==> src/rtl/imem_loader.sv <==
// Boot-time instruction memory loader: parses a framed byte stream (A5, N, 4*N
// little-endian data bytes, XOR checksum) and drives the BRAM write port.
module imem_loader #(
  parameter int unsigned DEPTH  = 128,
  parameter int unsigned ADDR_W = $clog2(DEPTH)
) (
  input  logic              clock,
  input  logic              reset,
  input  logic              in_valid,
  input  logic [7:0]        in_data,
  output logic              in_ready,
  output logic              mem_write_enable,
  output logic [ADDR_W-1:0] mem_addr,
  output logic [31:0]       mem_data,
  output logic              busy,
  output logic              done,
  output logic              error,
  output logic [7:0]        word_count
);

  localparam logic [7:0] SYNC  = 8'hA5;
  localparam logic [7:0] MAX_N = 8'(DEPTH);

  typedef enum logic [2:0] {
    S_IDLE,
    S_COUNT,
    S_DATA,
    S_WRITE,
    S_CHECK,
    S_DONE,
    S_ERROR
  } state_t;

  state_t              r_state;
  logic [7:0]          r_n;
  logic [1:0]          r_byte_idx;
  logic [7:0]          r_csum;
  logic [23:0]         r_shift;
  logic [ADDR_W-1:0]   r_word_idx;
  logic [7:0]          r_word_count;
  logic                r_we;
  logic [ADDR_W-1:0]   r_addr;
  logic [31:0]         r_data;
  logic                r_busy;
  logic                r_done;
  logic                r_error;

  logic                w_xfer;
  logic [31:0]         w_word;
  logic [7:0]          w_next_count;

  // Only the single write cycle stalls the stream.
  assign in_ready     = (r_state != S_WRITE);
  assign w_xfer       = in_valid && in_ready;
  assign w_word       = {in_data, r_shift};
  assign w_next_count = r_word_count + 8'd1;

  assign mem_write_enable = r_we;
  assign mem_addr         = r_addr;
  assign mem_data         = r_data;
  assign busy             = r_busy;
  assign done             = r_done;
  assign error            = r_error;
  assign word_count       = r_word_count;

  always_ff @(posedge clock or posedge reset) begin
    if (reset) begin
      r_state      <= S_IDLE;
      r_n          <= 8'd0;
      r_byte_idx   <= 2'd0;
      r_csum       <= 8'd0;
      r_shift      <= 24'd0;
      r_word_idx   <= ADDR_W'(0);
      r_word_count <= 8'd0;
      r_we         <= 1'b0;
      r_addr       <= ADDR_W'(0);
      r_data       <= 32'd0;
      r_busy       <= 1'b0;
      r_done       <= 1'b0;
      r_error      <= 1'b0;
    end else begin
      r_we <= 1'b0;
      case (r_state)
        S_IDLE, S_DONE, S_ERROR: begin
          if (w_xfer && (in_data == SYNC)) begin
            r_state <= S_COUNT;
            r_busy  <= 1'b1;
            r_done  <= 1'b0;
            r_error <= 1'b0;
          end
        end
        S_COUNT: begin
          if (w_xfer) begin
            if ((in_data == 8'd0) || (in_data > MAX_N)) begin
              r_state <= S_ERROR;
              r_error <= 1'b1;
              r_busy  <= 1'b0;
            end else begin
              r_n          <= in_data;
              r_word_idx   <= ADDR_W'(0);
              r_byte_idx   <= 2'd0;
              r_csum       <= 8'd0;
              r_word_count <= 8'd0;
              r_state      <= S_DATA;
            end
          end
        end
        S_DATA: begin
          // Bytes enter at the top so the first one ends up in [7:0].
          if (w_xfer) begin
            r_shift    <= {in_data, r_shift[23:8]};
            r_csum     <= r_csum ^ in_data;
            r_byte_idx <= r_byte_idx + 2'd1;
            if (r_byte_idx == 2'd3) begin
              r_we    <= 1'b1;
              r_addr  <= r_word_idx;
              r_data  <= w_word;
              r_state <= S_WRITE;
            end
          end
        end
        S_WRITE: begin
          r_word_idx   <= r_word_idx + ADDR_W'(1);
          r_word_count <= w_next_count;
          r_state      <= (w_next_count == r_n) ? S_CHECK : S_DATA;
        end
        S_CHECK: begin
          if (w_xfer) begin
            r_busy <= 1'b0;
            if (in_data == r_csum) begin
              r_done  <= 1'b1;
              r_state <= S_DONE;
            end else begin
              r_error <= 1'b1;
              r_state <= S_ERROR;
            end
          end
        end
        default: r_state <= S_IDLE;
      endcase
    end
  end

endmodule

==> config.mk <==
export PLATFORM = sky130hd
export DESIGN_NAME = imem_loader
export DESIGN_NICKNAME = d
export VERILOG_FILES = /design/src/rtl/imem_loader.sv
export SDC_FILE = /design/constraint.sdc
export NUM_CORES = 1
export LEC_CHECK = 0
export BUFFER_PORTS_ARGS = -buffer_cell sky130_fd_sc_hd__buf_2
export CAP_MARGIN = 25
export CELL_PAD_IN_SITES_DETAIL_PLACEMENT = 2
export CELL_PAD_IN_SITES_GLOBAL_PLACEMENT = 2
export CORE_UTILIZATION = 33
export DETAILED_ROUTE_END_ITERATION = 8
export HOLD_SLACK_MARGIN = 0.12
export PLACE_DENSITY = 0.81
export SLEW_MARGIN = 20
export SYNTH_ARGS = -nofsm -noshare
export SYNTH_HDL_FRONTEND = slang
export SYNTH_SLANG_ARGS = --single-unit
export TNS_END_PERCENT = 10
==> constraint.sdc <==
create_clock -name clock -period 3.1 [get_ports clock]
set_clock_uncertainty 0.2 [all_clocks]
set_input_delay 0.465 -clock clock [delete_from_list [all_inputs] [get_ports clock]]
set_output_delay 0.465 -clock clock [all_outputs]
set_load 0.03 [all_outputs]
-- Word level (Yosys, flattened, before mapping)
Index checks and enable logic that the tools add are counted.
W data, S select, Z words.
- add/subtract/negate cells: 3
- multiply operators: 0
- divide/modulo/power cells: 0
- magnitude comparators: 1
- equality and inequality tests: 20
- shifts and indexed selects: 0
- mux-type cells: 38
- bitwise operators: 2
- reduce and logical (&&, ||, !) cells: 19
- operators with widths (cell ; count):
    $pmux W8 S2 ; 2
    $mux W8 ; 3
    $mux W3 ; 7
    $ne A2 B2 Y1 const B ; 9
    $eq A8 B8 Y1 ; 2
    $pmux W3 S5 ; 1
    $mux W1 ; 14
    $mux W7 ; 2
    $pmux W7 S2 ; 1
    $reduce_and A5 Y1 ; 2
    $eq A3 B3 Y1 const B ; 3
    $reduce_and A3 Y1 ; 3
    $add A8 B1 Y8 const B ; 1
    $eq A8 B8 Y1 const B ; 1
    $gt A8 B8 Y1 const B ; 1
    $logic_not A8 Y1 ; 1
    $mux W2 ; 4
    $reduce_and A4 Y1 ; 2
    $xor A8 B8 Y8 ; 1
    $add A7 B1 Y7 const B ; 1
    $eq A3 B2 Y1 const B ; 2
    $pmux W1 S3 ; 2
    $reduce_and A6 Y1 ; 1
    $reduce_bool A2 Y1 ; 3
    other kinds (13) ; 14
- register bits: 103
- bits in latches: 0
- bits in writable memories: 0
- memory bits (read-only): 0
- input bits: 11
- output and inout port bits: 52
- logic and storage cells: 96
- memories kept: 0

-- Logic depth before layout (Yosys ltp)
Gate-level depths: netlist of the first run.
- depth in word-level cells: 5
- gate-level depth with buffers: 8
- gate-level depth less buffers: 6

-- Worst setup path before layout of the first run
OpenSTA, ideal clock, no wires.
- path kind: input port to flip-flop
- from: input port in_data[1]
- to: register r_word_count[0], in the netlist word_count[0]
- library setup time: 0.135 ns
- arrival: 2.125 ns
- required time: 2.765 ns
- path slack: 0.640 ns
- stages on the path: 7
- path buffers: 2
- cell sequence: or4_4 > o21a_1 > or4_1 > buf_2 > buf_6 > nand3_2 > o21ai_2
- word-level cells in the longest chain between the ends: 4
- elaborated cells between the ends (all ways): 5
- those cells by class: order compare: 1; eq/ne: 1; reduce/logical: 3
- RTL lines (item ; RTL line ; source):
    start, declared ; 10 ; input logic [7:0] in_data,
    $gt A8 B8 Y1 / $logic_not A8 Y1 (equally long branches) ; 94 ; if ((in_data == 8'd0) || (in_data > MAX_N)) begin
    $logic_or A1 B1 Y1 * ; 94 ;
    $ne A2 B2 Y1 (no source line) * ; -- ;
    $reduce_and A3 Y1 (no source line) * ; -- ;
    end signal, assigned ; 124 ; r_word_count <= w_next_count;
    end, declared ; 40 ; logic [7:0] r_word_count;
Mark *: on every way between the ends. The rest lies on a longest branch, timed or not.
A chain may end at the register's enable or synchronous reset.

-- Worst setup path after layout of the first run
- from: register r_state[2]
- to: output port in_ready
- word-level cells in the longest chain between the ends: 1
- RTL lines (item ; RTL line ; source):
    start, declared ; 34 ; state_t r_state;
    start signal, assigned ; 125 ; r_state <= (w_next_count == r_n) ? S_CHECK : S_DATA;
    $ne A3 B2 Y1 ; 53 ; assign in_ready = (r_state != S_WRITE);
    end, declared ; 11 ; output logic in_ready,
Every way passes these cells.

==> results of run 1 <==
## flip-flops by register name, indices dropped and copies added, names as in the netlist
register          count
mem_data             32
busy                  1
r_n                   8
r_byte_idx            2
error                 1
r_state               3
mem_addr              7
done                  1
r_csum                8
r_shift              24
mem_write_enable      1
word_count            8
r_word_idx            7
## metal layers
layer  wire [um]  vias up
li1            -     1680
met1        5718     1836
met2        6400       51
met3         307       22
met4         298        0
met5           0        -
## power groups by stage
stage	Clock, mW	Sequential, mW	Combinational [mW]
4_1_cts	1.19	2.43	2.57
2_1_floorplan	0	2.82	1.31
3_5_place_dp	0	2.45	2.53
5_1_grt	1.23	2.51	2.76
3_3_place_gp	0	2.40	2.39
6_report	1.16	2.42	2.52
## worst max path at each step
stage | startpoint | slack (ps) | end
global route | r_state[2] | 500 | in_ready
floorplan | in_data[1] | 640 | word_count[0]
CTS | r_state[2] | 560 | in_ready
finish | r_state[2] | 570 | in_ready
global placement | in_data[3] | 410 | word_count[2]
detailed placement | in_data[3] | 370 | word_count[2]
## metrics by stage
stage	hold WS (ps)	setup WS (ps)	util [%]	cells
finish	208.7	573.8	39.99	707
global route	224.2	495.1	39.99	707
CTS	205.9	561.4	39.99	707
detailed placement	268.5	368.2	37.80	691
global placement	256.0	414.7	37.80	691
floorplan	241.8	640.2	-	462
## critical path, stage by stage (launching register included)
cell	delay [ps]
dfrtp_1	550
and3b_1	250
inv_1	400
buf_2	300
## Yosys cell counts, drive strengths merged, types with 2 or more instances
| cell | count |
|---|---|
| or4 | 2 |
| buf | 7 |
| and4 | 3 |
| a31o | 2 |
| clkbuf | 18 |
| nand2 | 116 |
| o21bai | 3 |
| nand3 | 13 |
| or3 | 4 |
| mux2 | 39 |
| and3b | 2 |
| dfrtp | 103 |
| a221oi | 2 |
| o21ai | 25 |
| o211ai | 2 |
| and3 | 8 |
| a21oi | 13 |
| nor2 | 17 |
| inv | 16 |
| nor2b | 3 |
| nand2b | 2 |
| nor4 | 3 |
| o31ai | 2 |
| o21a | 2 |
| xnor2 | 9 |
| nand3b | 3 |
| mux2i | 3 |
| nand4 | 7 |
| ha | 3 |
| a211oi | 2 |
| xor2 | 17 |
## cells by family after synthesis
family / Yosys count / synth area share [%]
simple gates: 186 / 18.12
flops: 103 / 54.74
compound gates: 60 / 7.919
buf+inv: 42 / 3.614
mux: 42 / 9.965
xor+xnor: 26 / 4.837
fa+ha+maj: 3 / 0.7973
## area by class of cell
type                       instances  area share (%)
clock inverter                     6           1.262
timing repair buffer              75           7.618
sequential                       103           46.43
clock buffer                       9           4.057
multi-input combinational        317           35.36
inverter                          17           1.217
tap                              180           4.057
==> impl_metrics.py, run 1 <==
metrics = {
    "drt": {
        "wl_mm": 12.72,
        "ant_nets": 0,
        "drt_drc_violations_left": 0,
        "avgRoutedWirePerCell_um": 18.00,
        "vias_per_cell": 5.076,
        "first_pass_iters": 4,
        "vias": 3589,
        "drtIter0Drc": 128,
    },
    "global_routing": {
        "busiest_layer": "met2",
        "gr-usage-met1_pct": 23.03,
        "grt.total_usage_pct": 18.49,
        "antenna_found_initial": 0,
        "grt_first_pass_wirelength_mm": 20.87,
        "gr-total-overflow": 0,
        "gr-usage-met3_pct": 2.961,
        "grt_pass1_vias": 3985,
        "grt_use_met2_pct": 31.61,
        "grt_max_degree": 41,
    },
    "run": {
        "cap_violations": 0,
    },
    "setup_path": {
        "critical_path_required_ps": 2430,
        "critPathMaxFanout": 15,
        "reg2reg_slack_ps": 810,
        "r2r-start": "r_state[1]",
        "cp.arrival_ps": 1860,
        "r2r-end": "mem_data[24]",
        "crit_path_end_kind": "output port",
        "criticalPathCategory": "flip-flop to output port",
        "start_kind": "flip-flop",
        "r2r_cells": 6,
    },
    "sta": {
        "tns_ps": 0,
        "fmax_mhz": 395.9,
        "period_minus_slack_ps": 2526,
        "setup_viol": 0,
        "drv_slew": 0,
        "post-route-period-util_pct": 81.49,
        "relSlewSlack_pct": 43.26,
        "grt_setup_unrepaired": "no",
        "hold_violations": 0,
        "worst_pin_slew_ps": 843.3,
    },
    "clock_tree": {
        "cts_buffers": 9,
        "h-tree-depth": 3,
        "ctsResizeCount": 0,
        "cts.sinks": 103,
        "path_clk_slew_ps": 70,
        "insertion_delay_ps": 350,
        "cts_root_buf": "clkbuf_16",
        "cts_hold_buf": 1,
        "cts_max_path_buffers": 2,
        "postCtsSetupBuffers": 0,
        "cts_tree": "done",
    },
    "floorplanning": {
        "start_util_pct": 33.92,
        "core-area_sq_mm": 0.01388,
        "boundaryPins": 63,
        "die_area_sq_mm": 0.01475,
        "row_count": 43,
        "die_height_um": 121.4,
        "die_w_um": 121.4,
    },
    "finish": {
        "fin_nets": 537,
        "seqCellArea_sq_mm": 0.002577,
        "fillers": 1522,
        "final_area_sq_mm": 0.005552,
        "final_common_cell": "nand2_1",
        "area_growth_pct": 17.91,
        "layout_common_cells": "115 x nand2_1, 103 x dfrtp_1, 62 x buf_2, 39 x mux2_2, 23 x o21ai_0",
        "drive_gt1_share_pct": 26.19,
        "multiInputGateArea_sq_mm": 0.001963,
        "antennaDiodeCount": 0,
    },
    "power": {
        "p_comb_share_pct": 41.3,
        "p_sw_share_pct": 43.18,
        "p_int_mw": 3.467,
        "power_density_mw_per_mm2": 1099,
        "switching_power_mw": 2.634,
        "finalPower_mw": 6.101,
        "p_leak_nw": 2.763,
        "power_frac_clock_pct": 19.0,
        "p_seq_share_pct": 39.6,
        "ir_drop_mv": 0.2914,
    },
    "synth": {
        "async_flop_share_pct": 100.0,
        "yosysWarnings": 0,
        "synth_edf_count": 0,
        "synth_area_leaders": "dfrtp_1 55%, mux2_2 9.3%, nand2_1 9.2%",
        "syn_inst": 462,
        "yosys.area.top_type": "dfrtp_1",
        "yosysTopAreaCellShare_pct": 54.74,
        "avgSynthCellArea_sq_um": 10.19,
        "synth_flop_cell": "dfrtp_1",
        "syn_area_sq_mm": 0.004708,
        "synth_seq_cells": 103,
        "synthDistinctLibCells": 48,
        "seq_area_frac_synth_pct": 54.74,
        "synthesis.nets": 476,
    },
    "place": {
        "place_area_sq_mm": 0.005246,
        "place_hpwl_mm": 8.713,
        "gp_congestion": 0.7606,
        "port_buffers": 62,
    },
    "min_path": {
        "hold_path_depth": 3,
        "worst_hold_path_type": "input port to flip-flop",
        "hold_end": "r_n[3]",
        "worstHoldStart": "in_data[3]",
    },
    "run_status": {
        "status": "finished clean",
    },
}
No activity file was read; power rests on OpenSTA's default activity.
==> run 2: changes to the inputs <==
--- a/config.mk
+++ b/config.mk
@@ -9,10 +9,10 @@
 export CAP_MARGIN = 25
 export CELL_PAD_IN_SITES_DETAIL_PLACEMENT = 2
 export CELL_PAD_IN_SITES_GLOBAL_PLACEMENT = 2
-export CORE_UTILIZATION = 33
+export CORE_UTILIZATION = 35
 export DETAILED_ROUTE_END_ITERATION = 8
 export HOLD_SLACK_MARGIN = 0.12
-export PLACE_DENSITY = 0.81
+export PLACE_DENSITY = 0.82
 export SLEW_MARGIN = 20
 export SYNTH_ARGS = -nofsm -noshare
 export SYNTH_HDL_FRONTEND = slang
==> constraint.sdc (replaced) <==
create_clock -name clock -period 2.35 [get_ports clock]
set_clock_uncertainty 0.2 [all_clocks]
set_input_delay 0.3525 -clock clock [delete_from_list [all_inputs] [get_ports clock]]
set_output_delay 0.3525 -clock clock [all_outputs]
set_load 0.03 [all_outputs]
==> impl_metrics.py, run 2 (same netlist as run 1, synthesis figures left out) <==
metrics = {
    "place": {
        "gp_congestion": 0.8502,
        "place_hpwl_mm": 9.362,
        "place_inst": 706,
        "port_buffers": 62,
        "pre_cts_slack_ps": -178.1,
    },
    "setup_path": {
        "criticalPathCategory": "input port to flip-flop",
        "crit_family": "simple AND/OR/NAND/NOR gates",
        "cp.arrival_ps": 2210,
        "critical_path_required_ps": 2390,
        "crit_path_end_kind": "flip-flop",
        "r2r-start": "word_count[0]",
        "cpPeakStageDelay_ps": 540,
        "critPathMaxFanout": 15,
        "path_cells": "buf_2 -> or4_4 -> o21a_1 -> or4_1 -> buf_4 -> a21oi_1 -> mux2i_1",
        "crit_buf_inv": 2,
        "start_kind": "input port",
        "cp-startpoint": "in_data[1]",
        "crit_path_top_delay_cell": "or4_4",
    },
    "clock_tree": {
        "postCtsSetupBuffers": 0,
        "path_clk_slew_ps": 70,
        "insertion_delay_ps": 350,
        "cts_root_buf": "clkbuf_16",
        "cts_tree": "done",
        "cts_max_path_buffers": 2,
        "cts.sinks": 103,
        "cts_buffers": 9,
        "h-tree-depth": 3,
    },
    "finish": {
        "area_growth_pct": 21.74,
        "final_util_pct": 43.45,
        "drive_gt1_share_pct": 29.25,
        "fin_nets": 556,
        "antennaDiodeCount": 0,
        "final_common_cell": "nand2_1",
        "fillers": 1388,
        "layout_common_cells": "115 x nand2_1, 103 x dfrtp_1, 62 x buf_2, 39 x mux2_2, 28 x buf_4",
        "layoutNonFillerInstCount": 723,
        "largest_reg_flops": 32,
    },
    "power": {
        "p_seq_share_pct": 38.4,
        "p_comb_share_pct": 42.8,
        "switching_power_mw": 3.535,
        "power_frac_clock_pct": 18.9,
        "ir_drop_mv": 0.3948,
        "power_density_mw_per_mm2": 1431,
        "p_sw_share_pct": 43.09,
        "p_leak_nw": 2.869,
        "p_int_mw": 4.670,
    },
    "drt": {
        "drtIter0Drc": 164,
        "vias_per_cell": 5.087,
        "ant_nets": 0,
        "vias": 3678,
        "avgRoutedWirePerCell_um": 18.30,
        "first_pass_iters": 4,
        "drt_drc_violations_left": 0,
        "wl_mm": 13.23,
    },
    "global_routing": {
        "antenna_found_initial": 0,
        "grt_max_degree": 41,
        "gr-total-overflow": 0,
        "grt_first_pass_wirelength_mm": 22.26,
        "grt_pass1_vias": 4128,
        "grt.total_usage_pct": 20.49,
    },
    "floorplanning": {
        "core-area_sq_mm": 0.01319,
        "die_area_sq_mm": 0.01392,
        "die_height_um": 118.0,
        "die_w_um": 118.0,
        "boundaryPins": 63,
        "row_count": 42,
        "start_util_pct": 35.70,
    },
    "run_status": {
        "status": "finished clean",
    },
    "sta": {
        "fmax_mhz": 460.7,
        "hold_slack_ps": 129.7,
        "grt_setup_unrepaired": "no",
        "drv_slew": 0,
        "post-route-period-util_pct": 92.36,
        "tns_ps": 0,
        "period_minus_slack_ps": 2170,
        "relSlewSlack_pct": 56.46,
        "setup_ws_ps": 179.5,
        "setup_viol": 0,
        "worst_pin_slew_ps": 651.7,
        "hold_violations": 0,
    },
    "run": {
        "cap_violations": 0,
    },
    "min_path": {
        "worst_hold_path_type": "input port to flip-flop",
        "worstHoldStart": "in_data[7]",
    },
}
[run 2: changes by cell type in the layout (fill, tap and decap cells not counted)]
cell / delta
a221oi_1: -1
inv_8: +1
and3b_1: -1
o21ai_1: +1
buf_4: +17
a221oi_2: +1
buf_12: +2
clkinvlp_4: +1
inv_6: -1
o21ai_0: -1
and3b_2: +1
[run 2: per-stage QoR]
step / area, sq um / power [mW]
finish: 5732 / 8.205
global route: 5732 / 8.734
CTS: 5724 / 8.307
detailed placement: 5409 / 6.666
global placement: 5409 / 6.373
floorplan: 4712 / 5.454
[run 2: worst paths after layout]
check | endpoint | slack (ps) | cells past startpoint
worst max register to register | r_state[1] | 230 | 5
min in group asynchronous | r_word_idx[5] | 440 | 3
worst max-delay path | word_count[2] | 180 | 7
worst min register to register | r_byte_idx[0] | 280 | 1
max in group asynchronous | mem_addr[2] | 860 | 4
worst min-delay path | r_n[7] | 130 | 3
[run 2: layout make-up]
class	count	area [sq um]	area share [%]
Inverter	17	67.56	1.179
Sequential cell	103	2577	44.97
Tap cell	176	220.2	3.842
Clock buffer	9	225.2	3.929
Multi-Input combinational cell	317	1971	34.38
Clock inverter	7	80.08	1.397
Timing Repair Buffer	94	590.6	10.30
[run 2: per-layer routing]
layer | global-route usage, % | routed length (um) | vias up
li1 | - | - | 1717
met3 | 4.021 | 321 | 18
met5 | 0 | 0 | -
met2 | 35.81 | 6863 | 56
met4 | 6.170 | 212 | 0
met1 | 25.46 | 5832 | 1887
[run 2: power by group through the flow]
stage | clock [mW] | sequential [mW] | combinational, mW
after floorplan | 0 | 3.72 | 1.73
after global placement | 0 | 3.10 | 3.28
after detailed placement | 0 | 3.18 | 3.49
after CTS | 1.60 | 3.16 | 3.55
after global routing | 1.65 | 3.26 | 3.82
final | 1.55 | 3.15 | 3.51
[run 2: worst register-to-register path: stages, from the launching register on]
cell      delay, ps
dfrtp_1         520
nand4_1         210
or3_1           400
a211oi_1        360
a41o_1          240
nand3_1          70
[run 2: timing repair]
| action | 4_1_cts | 5_1_grt |
|---|---|---|
| hold endpoints to repair | 23 | 0 |
| gates resized for setup | 0 | 3 |
| hold buffers | 1 | 0 |
| setup endpoints to repair | 0 | 3 |
==> run 3: changes to the inputs <==
==> constraint.sdc (replaced) <==
create_clock -name clock -period 2.75 [get_ports clock]
set_clock_uncertainty 0.2 [all_clocks]
set_input_delay 0.4125 -clock clock [delete_from_list [all_inputs] [get_ports clock]]
set_output_delay 0.4125 -clock clock [all_outputs]
set_load 0.03 [all_outputs]
==> impl_metrics.py, run 3 (same netlist as run 1, synthesis figures left out) <==
metrics = {
    "power": {
        "p_int_mw": 4.016,
        "p_seq_share_pct": 39.1,
        "ir_drop_mv": 0.3291,
        "p_comb_share_pct": 40.7,
        "power_frac_clock_pct": 20.2,
        "switching_power_mw": 3.000,
        "finalPower_mw": 7.016,
        "p_leak_nw": 2.797,
        "power_density_mw_per_mm2": 1249,
        "p_sw_share_pct": 42.75,
    },
    "setup_path": {
        "path_cells": "buf_2 -> or4_4 -> o21a_1 -> or4_1 -> buf_4 -> a21oi_1 -> mux2i_1",
        "path_depth": 7,
        "crit_buf_inv": 2,
        "r2r_cells": 6,
        "start_kind": "input port",
        "cp.arrival_ps": 2340,
        "crit_family": "simple AND/OR/NAND/NOR gates",
        "critical_path_required_ps": 2780,
        "crit_path_top_delay_cell": "or4_4",
        "crit_path_end_kind": "flip-flop",
        "criticalPathCategory": "input port to flip-flop",
        "cpPeakStageDelay_ps": 560,
        "critPathMaxFanout": 15,
    },
    "global_routing": {
        "grt_max_degree": 65,
        "grt.total_usage_pct": 19.79,
        "antenna_found_initial": 0,
        "grt_first_pass_wirelength_mm": 21.55,
        "grt_pass1_vias": 4060,
        "gr-total-overflow": 0,
    },
    "place": {
        "gp_congestion": 0.8225,
        "place_inst": 692,
        "pre_cts_slack_ps": 85.56,
        "port_buffers": 62,
        "place_hpwl_mm": 8.853,
    },
    "sta": {
        "period_minus_slack_ps": 2304,
        "hold_violations": 0,
        "fmax_mhz": 434.0,
        "drv_slew": 0,
        "post-route-period-util_pct": 83.79,
        "tns_ps": 0,
        "grt_setup_unrepaired": "no",
        "worst_pin_slew_ps": 808.9,
        "relSlewSlack_pct": 46.08,
        "setup_viol": 0,
        "setup_ws_ps": 445.9,
    },
    "drt": {
        "ant_nets": 0,
        "avgRoutedWirePerCell_um": 18.24,
        "drt_drc_violations_left": 0,
        "vias_per_cell": 5.126,
        "first_pass_iters": 4,
        "vias": 3634,
        "drtIter0Drc": 118,
        "wl_mm": 12.93,
    },
    "clock_tree": {
        "postCtsSetupBuffers": 0,
        "path_clk_slew_ps": 70,
        "cts_root_buf": "clkbuf_16",
        "insertion_delay_ps": 350,
        "cts_buffers": 9,
        "cts.sinks": 103,
        "h-tree-depth": 3,
        "cts_tree": "done",
        "cts_max_path_buffers": 2,
    },
    "floorplanning": {
        "die_w_um": 118.0,
        "core-area_sq_mm": 0.01319,
        "die_area_sq_mm": 0.01392,
        "boundaryPins": 63,
        "die_height_um": 118.0,
        "row_count": 42,
        "start_util_pct": 35.70,
    },
    "finish": {
        "antennaDiodeCount": 0,
        "drive_gt1_share_pct": 27.02,
        "largest_reg_flops": 32,
        "multiInputGateArea_sq_mm": 0.001963,
        "area_growth_pct": 19.27,
        "fin_nets": 542,
        "final_common_cell": "nand2_1",
        "seqCellArea_sq_mm": 0.002577,
        "fillers": 1419,
        "layoutNonFillerInstCount": 709,
        "layout_common_cells": "115 x nand2_1, 103 x dfrtp_1, 62 x buf_2, 39 x mux2_2, 23 x o21ai_0",
    },
    "min_path": {
        "worst_hold_path_type": "input port to flip-flop",
        "hold_path_depth": 3,
    },
    "run": {
        "cap_violations": 0,
    },
    "run_status": {
        "status": "finished clean",
    },
}
## run 3: power by group through the flow
stage | clock network (mW) | logic [mW] | registers [mW]
detailed placement | 0 | 2.83 | 2.78
CTS | 1.45 | 2.89 | 2.76
finish | 1.41 | 2.86 | 2.75
global placement | 0 | 2.68 | 2.70
global route | 1.49 | 3.12 | 2.84
floorplan | 0 | 1.48 | 3.18
## run 3: tightest hold or removal path: stages
cell	delay, ps
buf_2	170
nand2_1	80
nand2_1	50
## run 3: metrics by stage
step	hold WS (ps)	util (%)	instance area, sq um
2_1_floorplan	241.8	-	4712
3_3_place_gp	255.7	40.02	5279
3_5_place_dp	275.6	40.02	5279
4_1_cts	183.9	42.57	5615
5_1_grt	217.2	42.57	5615
6_report	196.4	42.57	5615
## run 3: what timing repair did
action                    CTS  global route
hold buffers                1             0
gates resized for setup     0             0
hold endpoints to repair   39             0
## run 3: final timing paths
path,from,end,slack (ps)
setup / recovery,in_data[1],word_count[6],450
hold / removal,in_data[0],r_n[0],200
setup reg to reg,r_state[1],mem_data[29],470
hold reg to reg,r_shift[6],r_shift[6],290
max in group asynchronous,reset,r_shift[11],1130
min in group asynchronous,reset,mem_addr[4],570
## run 3: metal layers
metal	vias to the layer above	global-route usage, %	part of all wire, %	wire length [um]
li1	1681	-	-	-
met1	1880	24.80	45	5758
met2	52	34.52	52	6687
met3	21	2.955	2.0	255
met4	0	7.051	1.8	229
met5	-	0	0	0
## run 3: area by class of cell
type                            count  area share [%]
Inverter                           17           1.203
Clock buffer                        9           4.011
Clock inverter                      7           1.805
Sequential cell                   103           45.90
Tap cell                          176           3.922
Multi-Input combinational cell    317           34.96
Timing Repair Buffer               80           8.200
